$ cat src/rtl/conv3x3_layer_ctrl.sv
// conv3x3_layer_ctrl: frame sequencer for the kernelWindow -> conv_3x3 datapath.
// Ports: start/busy/done/err control; cfg_* config stream (9 weights + bias);
//   s_* pixel stream in; win_* to kernelWindow; weights_o/bias_o to conv_3x3;
//   conv_valid back from conv_3x3; out_count results seen this frame.
module conv3x3_layer_ctrl #(
    parameter int WIDTH   = 10,
    parameter int HEIGHT  = 10,
    parameter int TIMEOUT = 64
) (
    input  logic        clk,
    input  logic        rst_n,
    input  logic        start,
    output logic        busy,
    output logic        done,
    output logic        err,
    input  logic        cfg_valid,
    input  logic [31:0] cfg_data,
    output logic        cfg_ready,
    input  logic        s_valid,
    input  logic [7:0]  s_data,
    output logic        s_ready,
    output logic        win_flush,
    output logic [7:0]  win_pixel,
    output logic        win_valid,
    output logic [71:0] weights_o,
    output logic [31:0] bias_o,
    input  logic        conv_valid,
    output logic [15:0] out_count
);

    localparam logic [15:0] LAST_PIX = 16'(WIDTH * HEIGHT - 1);
    localparam logic [15:0] TARGET   = 16'((WIDTH - 2) * (HEIGHT - 2));
    localparam int          IW       = $clog2(TIMEOUT + 1);
    localparam logic [IW-1:0] IDLE_LAST = IW'(TIMEOUT - 1);

    typedef enum logic [2:0] {
        IDLE,
        LOAD,
        FLUSH,
        STREAM,
        DRAIN
    } state_t;

    state_t        state;
    logic [3:0]    cfg_cnt;
    logic [15:0]   pix_cnt;
    logic [IW-1:0] idle_cnt;

    logic          counting;
    logic [15:0]   count_next;
    logic          cnt_hit;

    // The count never passes TARGET; cnt_hit covers both the reaching
    // increment and an already-saturated count so DRAIN always exits.
    always_comb begin
        counting   = 1'b0;
        count_next = out_count;
        cnt_hit    = 1'b0;
        if ((state == STREAM || state == DRAIN) && conv_valid
            && out_count != TARGET) begin
            counting = 1'b1;
        end
        count_next = out_count + {15'b0, counting};
        cnt_hit    = (count_next == TARGET);
    end

    always_ff @(posedge clk or negedge rst_n) begin
        if (!rst_n) begin
            state     <= IDLE;
            busy      <= 1'b0;
            done      <= 1'b0;
            err       <= 1'b0;
            cfg_ready <= 1'b0;
            s_ready   <= 1'b0;
            win_flush <= 1'b0;
            win_pixel <= 8'd0;
            win_valid <= 1'b0;
            weights_o <= 72'd0;
            bias_o    <= 32'd0;
            out_count <= 16'd0;
            cfg_cnt   <= 4'd0;
            pix_cnt   <= 16'd0;
            idle_cnt  <= '0;
        end else begin
            done      <= 1'b0;
            win_flush <= 1'b0;
            win_valid <= 1'b0;
            if (counting) begin
                out_count <= count_next;
            end
            unique case (state)
                IDLE: begin
                    if (start) begin
                        state     <= LOAD;
                        busy      <= 1'b1;
                        cfg_ready <= 1'b1;
                        err       <= 1'b0;
                        out_count <= 16'd0;
                        cfg_cnt   <= 4'd0;
                        pix_cnt   <= 16'd0;
                    end
                end
                LOAD: begin
                    if (cfg_valid) begin
                        for (int k = 0; k < 9; k++) begin
                            if (cfg_cnt == 4'(k)) begin
                                weights_o[8*k +: 8] <= cfg_data[7:0];
                            end
                        end
                        if (cfg_cnt == 4'd9) begin
                            bias_o    <= cfg_data;
                            cfg_ready <= 1'b0;
                            win_flush <= 1'b1;
                            state     <= FLUSH;
                        end else begin
                            cfg_cnt <= cfg_cnt + 4'd1;
                        end
                    end
                end
                FLUSH: begin
                    state   <= STREAM;
                    s_ready <= 1'b1;
                end
                STREAM: begin
                    // s_ready is always high here, so s_valid alone accepts.
                    if (s_valid) begin
                        win_valid <= 1'b1;
                        win_pixel <= s_data;
                        if (pix_cnt == LAST_PIX) begin
                            s_ready  <= 1'b0;
                            idle_cnt <= '0;
                            state    <= DRAIN;
                        end else begin
                            pix_cnt <= pix_cnt + 16'd1;
                        end
                    end
                end
                DRAIN: begin
                    if (cnt_hit) begin
                        done  <= 1'b1;
                        busy  <= 1'b0;
                        state <= IDLE;
                    end else if (conv_valid) begin
                        idle_cnt <= '0;
                    end else if (idle_cnt == IDLE_LAST) begin
                        err   <= 1'b1;
                        done  <= 1'b1;
                        busy  <= 1'b0;
                        state <= IDLE;
                    end else begin
                        idle_cnt <= idle_cnt + IW'(1);
                    end
                end
                default: begin
                    state <= IDLE;
                end
            endcase
        end
    end

endmodule

$ cat config.mk
export PLATFORM = sky130hd
export DESIGN_NAME = conv3x3_layer_ctrl
export DESIGN_NICKNAME = d
export VERILOG_FILES = /design/src/rtl/conv3x3_layer_ctrl.sv
export SDC_FILE = /design/constraint.sdc
export NUM_CORES = 1
export LEC_CHECK = 0
export ABC_AREA = 1
export CAP_MARGIN = 20
export CORE_MARGIN = 5
export CORE_UTILIZATION = 54
export DETAILED_ROUTE_END_ITERATION = 16
export PLACE_DENSITY = 0.88
export SLEW_MARGIN = 10
export SYNTH_ARGS = -nofsm -noshare
export SYNTH_HDL_FRONTEND = slang
export SYNTH_SLANG_ARGS = --single-unit
$ cat constraint.sdc
create_clock -name clk -period 7.4 [get_ports clk]
set_clock_uncertainty 0.1 [all_clocks]
set_input_delay 1.11 -clock clk [delete_from_list [all_inputs] [get_ports clk]]
set_output_delay 1.11 -clock clk [all_outputs]
set_load 0.01 [all_outputs]
After elaboration in Yosys (flattened, before gate mapping) --
Index checks and enable logic that the tools add are counted. Widths: inputs -> output; s select.
Storage, ports and cells: register bits 165, output and inout bits 135, bits of input ports 46
Cells by class: reductions and logical operators 29, equal/unequal tests 30, multiplexer cells 52, add/sub/neg operators 4
Operators with widths (count):
- $mux 16 | 6
- $mux 7 | 5
- $reduce_and 3->1 | 11
- $eq 16x7->1 const B | 2
- $pmux 16 s2 | 1
- $mux 3 | 8
- $mux 1 | 22
- $add 16x1->16 | 1
- $add 16x1->16 const B | 1
- $eq 4x3->1 const B | 4
- $ne 16x7->1 const B | 1
- $ne 2x2->1 const B | 8
- $reduce_and 4->1 | 4
- $pmux 3 s5 | 1
- $pmux 7 s2 | 1
- $mux 4 | 3
- $reduce_and 5->1 | 2
- $reduce_bool 2->1 | 5
- $eq 4x2->1 const B | 2
- $eq 4x4->1 const B | 2
- $pmux 1 s2 | 4
- $pmux 4 s2 | 1
- $add 7x1->7 const B | 1
- $eq 7x6->1 const B | 1
- other kinds (14) | 18

Longest topological paths before layout --
Gate-level depths: netlist of the first run.
depth after elaboration 9, mapped depth 24

Least setup slack after synthesis of the first run --
No wires, ideal clock.
kind input port to flip-flop, start point input conv_valid, end point register state[1], data required time 7.235 ns, slack 4.102 ns, setup time 0.065 ns, buffers on the path 2, arrival 3.133 ns, cell stages on the path 18, cell sequence inv_1 -> a21oi_1 -> nand2_1 -> inv_2 -> buf_4 -> ha_1 -> ha_1 -> or2_2 -> nor2_1 -> nand2_1 -> nor2_1 -> nand2_1 -> nor2_4 -> nand3_4 -> nand2_2 -> buf_6 -> nand3_1 -> nand2_1
Between the ends: word-level cells in the longest chain between the ends 7, elaborated cells between the ends (all ways) 10, those cells by class add/sub: 1; eq/ne: 3; mux: 3; reduce/logical: 3
Ends and longest elaborated chain:
- start: declaration | line 27 | input logic conv_valid,
- $logic_and 1x1->1 | line 59 | if ((state == STREAM || state == DRAIN) && conv_valid
- $logic_and 1x1->1 | line 60 | && out_count != TARGET) begin
- $mux 1 | line 59
- $add 16x1->16 | line 63 | count_next = out_count + {15'b0, counting};
- $eq 16x7->1 | line 64 | cnt_hit = (count_next == TARGET);
- $ne 3x2->1 (no line) (tied with other cells)
- $reduce_and 7->1 (no line) / $pmux 3 s5 (equally long branches)
- end signal: assignment | line 69 | state <= IDLE;
- end signal: assignment | line 94 | state <= LOAD;
- end signal: assignment | line 114 | state <= FLUSH;
- end: declaration | line 44 | state_t state;
Several ways; a longest one is shown, not always the timed one. A chain may end at the register's enable or synchronous reset.

Worst setup path after layout of the first run --
start point input conv_valid, end point register busy
Between the ends: word-level cells in the longest chain between the ends 7, elaborated cells between the ends (all ways) 10, those cells by class add/sub: 1; eq/ne: 3; mux: 3; reduce/logical: 3
Ends and longest elaborated chain:
- $logic_and 1x1->1 | line 59
- $logic_and 1x1->1 | line 60
- $mux 1 | line 59
- $add 16x1->16 | line 63
- $eq 16x7->1 | line 64
- $ne 3x2->1 (no line) (tied with other cells)
- $reduce_and 4->1 (no line) / $pmux 1 s2 (equally long branches)
- end signal: assignment | line 70 | busy <= 1'b0;
- end signal: assignment | line 95 | busy <= 1'b1;
- end signal: assignment | line 141 | busy <= 1'b0;
- end: declaration | line 13 | output logic busy,
Several ways; a longest one is shown, not always the timed one.

==> flow_summary.toml, run 1 <==
[routing]
viasPerCell = 5.25
avgRoutedWirePerCell_microns = 15.7
vias = 6438
drt_first_pass_iters = 5
final_antenna_net_count = 0
drt-initial-drc-count = 473
drt_wl_total_microns = 19300
drc = 0

[placement]
portBuffers = 180
gp_congestion = 0.902
placed_area_sq_mm = 0.00938
dpl.hpwl_microns = 13700

[layout]
multi_input_area_sq_mm = 0.00298
fin_util = 0.727
fillers = 1038
stdcell_area_sq_mm = 0.00998
drive_above_1_share = 0.0803
area_growth_pct = 33.7
layout.nets = 1087
diodes = 0
regArea_sq_mm = 0.00413

[floorplanning]
core-area_sq_mm = 0.0137
ioPinCount = 181
initial_core_util = 0.544
dieHeight_microns = 128
placementRows = 43
die_w_microns = 128
die_area_sq_mm = 0.0163

[sta]
period_share = 0.576
timing.fmax_mhz = 235
setup_viol = 0
maxSlewViolCount = 0
slew-limit-headroom = 0.401
worstMarginPinSlew_ps = 895
rsz0062_at_grt = "false"
final.setup.tns_ps = 0
fin_crit_ps = 4260
hold_violations = 0

[worst_setup_path]
worstPathArrival_ps = 4450
worstReg2RegStart = "state[1]"
required_ps = 7590
endpoint_kind = "flop"
start_kind = "input port"
reg2reg_to = "busy"
cp_max_fo = 18
crit_type = "in2reg"
reg2reg_depth = 22
r2r_slack_ps = 3490

[global_route]
grt_pass1_vias = 6334
grt_pass1_wl_microns = 31100
overflow = 0
antenna_found_initial = 0
grt_start_max_net_pins = 111
gr-usage-all-layers = 0.241

[status]
status = "finished, final reports clean"

[clock_tree]
cts_buffer_depth = 2
clock_latency_ps = 430
clkTransAtPathRegs_ps = 60
htree_levels = 4
root_buffer = "clkbuf_16"
holdBufCountCts = 0
cts_setup_buffers = 0
cts-buffers-inserted = 17
clkSinkCount = 165
cts_resized = 0
cts_tree = "done"

[hold_path]
hold_path_class = "reg2reg"
min-delay-start = "s_ready"
whs_endpoint = "s_ready"
holdPathStages = 2

[yosys]
synth_edf_count = 0
synth_area_per_cell_sq_um = 8.70
synthArstFlopShare = 1.00
syn_inst = 858
synth.most_common_cell = "nand2_1"
synth.distinct_cells = 37
seq_area_frac_synth = 0.553
synthTopCellsByArea = "dfrtp_1 55%, nand2_1 11%, nor2_1 5.4%"
ys_seq_elements = 165
synth.top_cells.by_count = "218 x nand2_1, 165 x dfrtp_1, 108 x nor2_1"
synth_area_leader_cell = "dfrtp_1"
yosysTopAreaCellShare = 0.553
synth_fp_nets = 912
synth_top_flop_cell = "dfrtp_1"
synthesis.area_sq_mm = 0.00746
yosysWarningCount = 0

[pwr]
powerDensity_mw_per_mm2 = 221
power.total_mw = 2.21
ir_drop_mv = 0.157
leakagePower_nw = 4.76

[run]
max_cap_viol_count = 0
report_power, final:
part	internal, mW	switching, mW
Combinational	0.159	0.207
Sequential	0.940	0.0658
Clock	0.444	0.393
layout make-up:
| class | count | area share |
|---|---|---|
| sequential | 165 | 0.414 |
| multi-input combinational | 605 | 0.298 |
| timing repair buffer | 184 | 0.186 |
| clock buffer | 17 | 0.0426 |
| inverter | 60 | 0.0226 |
| tap | 180 | 0.0226 |
| clock inverter | 15 | 0.0145 |
state kept, by name, indices dropped and copies added (netlist names), 3 cells and up:
name	count
idle_cnt	7
cfg_cnt	4
pix_cnt	16
out_count	16
state	3
weights_o	72
bias_o	32
win_pixel	8
cell families (layout without fill, tap and decap cells):
group	after synthesis	in the layout	share of synthesized area
AND/OR/NAND/NOR	452	452	0.268
flip-flops	165	165	0.553
buffers and inverters	88	276	0.0480
AO/OA/AOI/OAI	122	122	0.0865
XOR/XNOR	14	14	0.0174
multiplexers	9	9	0.0136
adder cells (fa/ha/maj)	8	8	0.0134
through the flow:
step / hold WS, ps / std cells / setup WS (ps)
3_5_place_dp: 357 / 1193 / 2740
3_3_place_gp: 355 / 1193 / 2860
4_1_cts: 374 / 1225 / 3170
6_report: 370 / 1226 / 3140
5_1_grt: 392 / 1226 / 2850
2_1_floorplan: 367 / 858 / 4100
layer usage:
metal  GRT usage  up-vias  part of all wire
met5           0        -                 0
li1            -     3154                 -
met3      0.0648       45             0.068
met4      0.0997        0             0.034
met2       0.389      206              0.48
met1       0.308     3033              0.42
worst max-delay path, cell delays in order:
cell             delay [ps]
clkdlybuf4s50_1         600
inv_1                   130
a21oi_1                 170
nand2_1                 310
inv_2                   350
ha_1                    250
ha_1                    210
nand2_1                  80
nor2_2                  220
nand2_2                 110
nor2_1                   90
nand2_1                  50
nand2_1                  80
nand2_1                  80
nor2_4                  120
nand3_4                 110
nand2_2                 190
nand2_1                  70
nand2_1                  60
nand2_1                  50
worst max-delay path by stage:
stage | start | end | slack [ps]
2_1_floorplan | conv_valid | state[1] | 4100
3_3_place_gp | conv_valid | busy | 2860
3_5_place_dp | conv_valid | busy | 2740
4_1_cts | conv_valid | busy | 3170
5_1_grt | conv_valid | busy | 2850
6_report | conv_valid | busy | 3140
layout by cell type, fill, tap and decap left out, types with 4 or more instances in the layout:
cell type	instances
or2_2	5
clkbuf_16	17
mux2_2	9
inv_1	45
o31ai_1	8
xor2_1	11
a21oi_1	78
clkinv_1	9
inv_2	6
a211oi_1	4
nor3_1	15
nor2_1	108
nand4_1	16
clkdlybuf4s50_1	179
nor4_1	7
nand3_1	52
nand2_1	218
dfrtp_1	165
ha_1	8
nor2_2	14
o21ai_0	29
clkinvlp_4	4
Power figures use the tool's default switching activity.
==> inputs of run 2 (changes only) <==
Settings changed: CORE_UTILIZATION 54 to 45, PLACE_DENSITY 0.88 to 0.79.
Clock period 7.4 ns to 3.7 ns, I/O delays scaled along.
==> flow_summary.toml, run 2 (synthesis results as in run 1) <==
[layout]
final_common_cell = "nand2_1"
layout.nets = 1093
mostFrequentLayoutCells = "218 x nand2_1, 179 x clkdlybuf4s50_1, 165 x dfrtp_1"
drive_above_1_share = 0.0846
area_growth_pct = 35.7
top_regs = "weights_o (72), bias_o (32)"
diodes = 0
largest_reg_flops = 72
regMostFlops = "weights_o"
final_cells = 1272

[worst_setup_path]
required_ps = 3880
r2r_slack_ps = 510
worstReg2RegStart = "state[2]"
crit_type = "reg2reg"
cp-endpoint = "busy"
reg2reg_depth = 20
reg2reg_to = "busy"
start_kind = "flop"
endpoint_kind = "flop"
cp-startpoint = "state[2]"
worstPathArrival_ps = 3380
cp_max_fo = 11

[run]
max_cap_viol_count = 0

[clock_tree]
clkSinkCount = 165
htree_levels = 4
cts_buffer_depth = 2
cts-buffers-inserted = 17
clock_latency_ps = 420
clkTransAtPathRegs_ps = 60
cts_tree = "done"
cts_setup_buffers = 0
root_buffer = "clkbuf_16"
cts_resized = 0

[routing]
viasPerCell = 5.10
drc = 0
drt_first_pass_iters = 5
drt_wl_total_microns = 19800
vias = 6483
avgRoutedWirePerCell_microns = 15.6
drt-initial-drc-count = 438
final_antenna_net_count = 0

[global_route]
grt_pass1_vias = 6359
overflow = 0
gr-usage-all-layers = 0.207
antenna_found_initial = 0
grt_start_max_net_pins = 117
grt_pass1_wl_microns = 32500

[placement]
portBuffers = 180
dpl.hpwl_microns = 14000
gp_congestion = 0.879
placed_cells = 1238

[sta]
timing.fmax_mhz = 313
fin_crit_ps = 3190
maxSlewViolCount = 0
period_share = 0.863
rsz0062_at_grt = "false"
hold_violations = 0
worstMarginPinSlew_ps = 723
setup_viol = 0
slew-limit-headroom = 0.515
final.setup.tns_ps = 0

[hold_path]
hold_path_class = "reg2reg"

[pwr]
leakagePower_nw = 4.82
powerDensity_mw_per_mm2 = 451
ir_drop_mv = 0.406

[floorplanning]
die_w_microns = 139
core-area_sq_mm = 0.0164
initial_core_util = 0.455
placementRows = 47
die_area_sq_mm = 0.0193
ioPinCount = 181
dieHeight_microns = 139

[status]
status = "finished, final reports clean"
==> run 2: worst min-delay path by stage <==
stage / cells after the start / end / from / slack [ps]
CTS: 1 / out_count[11] / rst_n / 240
global route: 2 / win_pixel[1] / win_pixel[1] / 390
finish: 2 / win_pixel[1] / win_pixel[1] / 370
global placement: 2 / win_pixel[2] / win_pixel[2] / 350
floorplan: 0 / bias_o[0] / rst_n / 160
detailed placement: 2 / win_pixel[1] / win_pixel[1] / 360
==> run 2: power by group <==
| part | internal (mW) | switching, mW |
|---|---|---|
| clock network | 1.06 | 0.748 |
| registers | 1.88 | 0.136 |
| logic | 0.322 | 0.418 |
| total | 3.26 | 1.30 |
==> run 2: layer usage <==
layer / global-route usage / wire [microns]
met5: 0 / 0
met4: 0.0881 / 570
met3: 0.0497 / 1170
met2: 0.329 / 9510
met1: 0.273 / 8540
==> run 2: repair_timing <==
action / 4_1_cts / 5_1_grt
setup endpoints to repair: 0 / 0
hold buffers: 0 / 1
hold endpoints to repair: 0 / 38
==> run 2: layout make-up <==
| cell class | count | area (sq um) |
|---|---|---|
| clock buffers | 20 | 467 |
| clock inverters | 12 | 140 |
| fillers | 1359 | 6280 |
| inverters | 60 | 225 |
| multi-input cells | 605 | 2980 |
| flip-flops and latches | 165 | 4130 |
| well taps | 220 | 275 |
| repair buffers | 190 | 1910 |
==> run 2: per-stage QoR <==
step           instance area [sq um]  hold WS [ps]  power (mW)  worst slack [ps]   util
2_1_floorplan                   7460           159        2.41               680      -
3_3_place_gp                    9480           354        2.76               430  0.578
3_5_place_dp                    9480           360        2.78               321  0.578
4_1_cts                        10100           237        4.60               505  0.615
5_1_grt                        10100           386        4.79               265  0.617
6_report                       10100           370        4.57               507  0.617
==> run 2: critical path: stages (launching register included) <==
cell and delay, ps:
dfrtp_1 420, nor3_1 300, inv_2 170, a21oi_1 170, nand2_1 100, inv_2 60, ha_1 180, ha_1 220
nand2_1 80, nor2_2 210, nand2_2 100, nor2_1 100, nand2_1 60, nand2_1 90, nand2_1 90, nor2_4 130
nand3_4 100, nand2_2 200, nand2_1 70, nand2_1 60, nand2_1 40
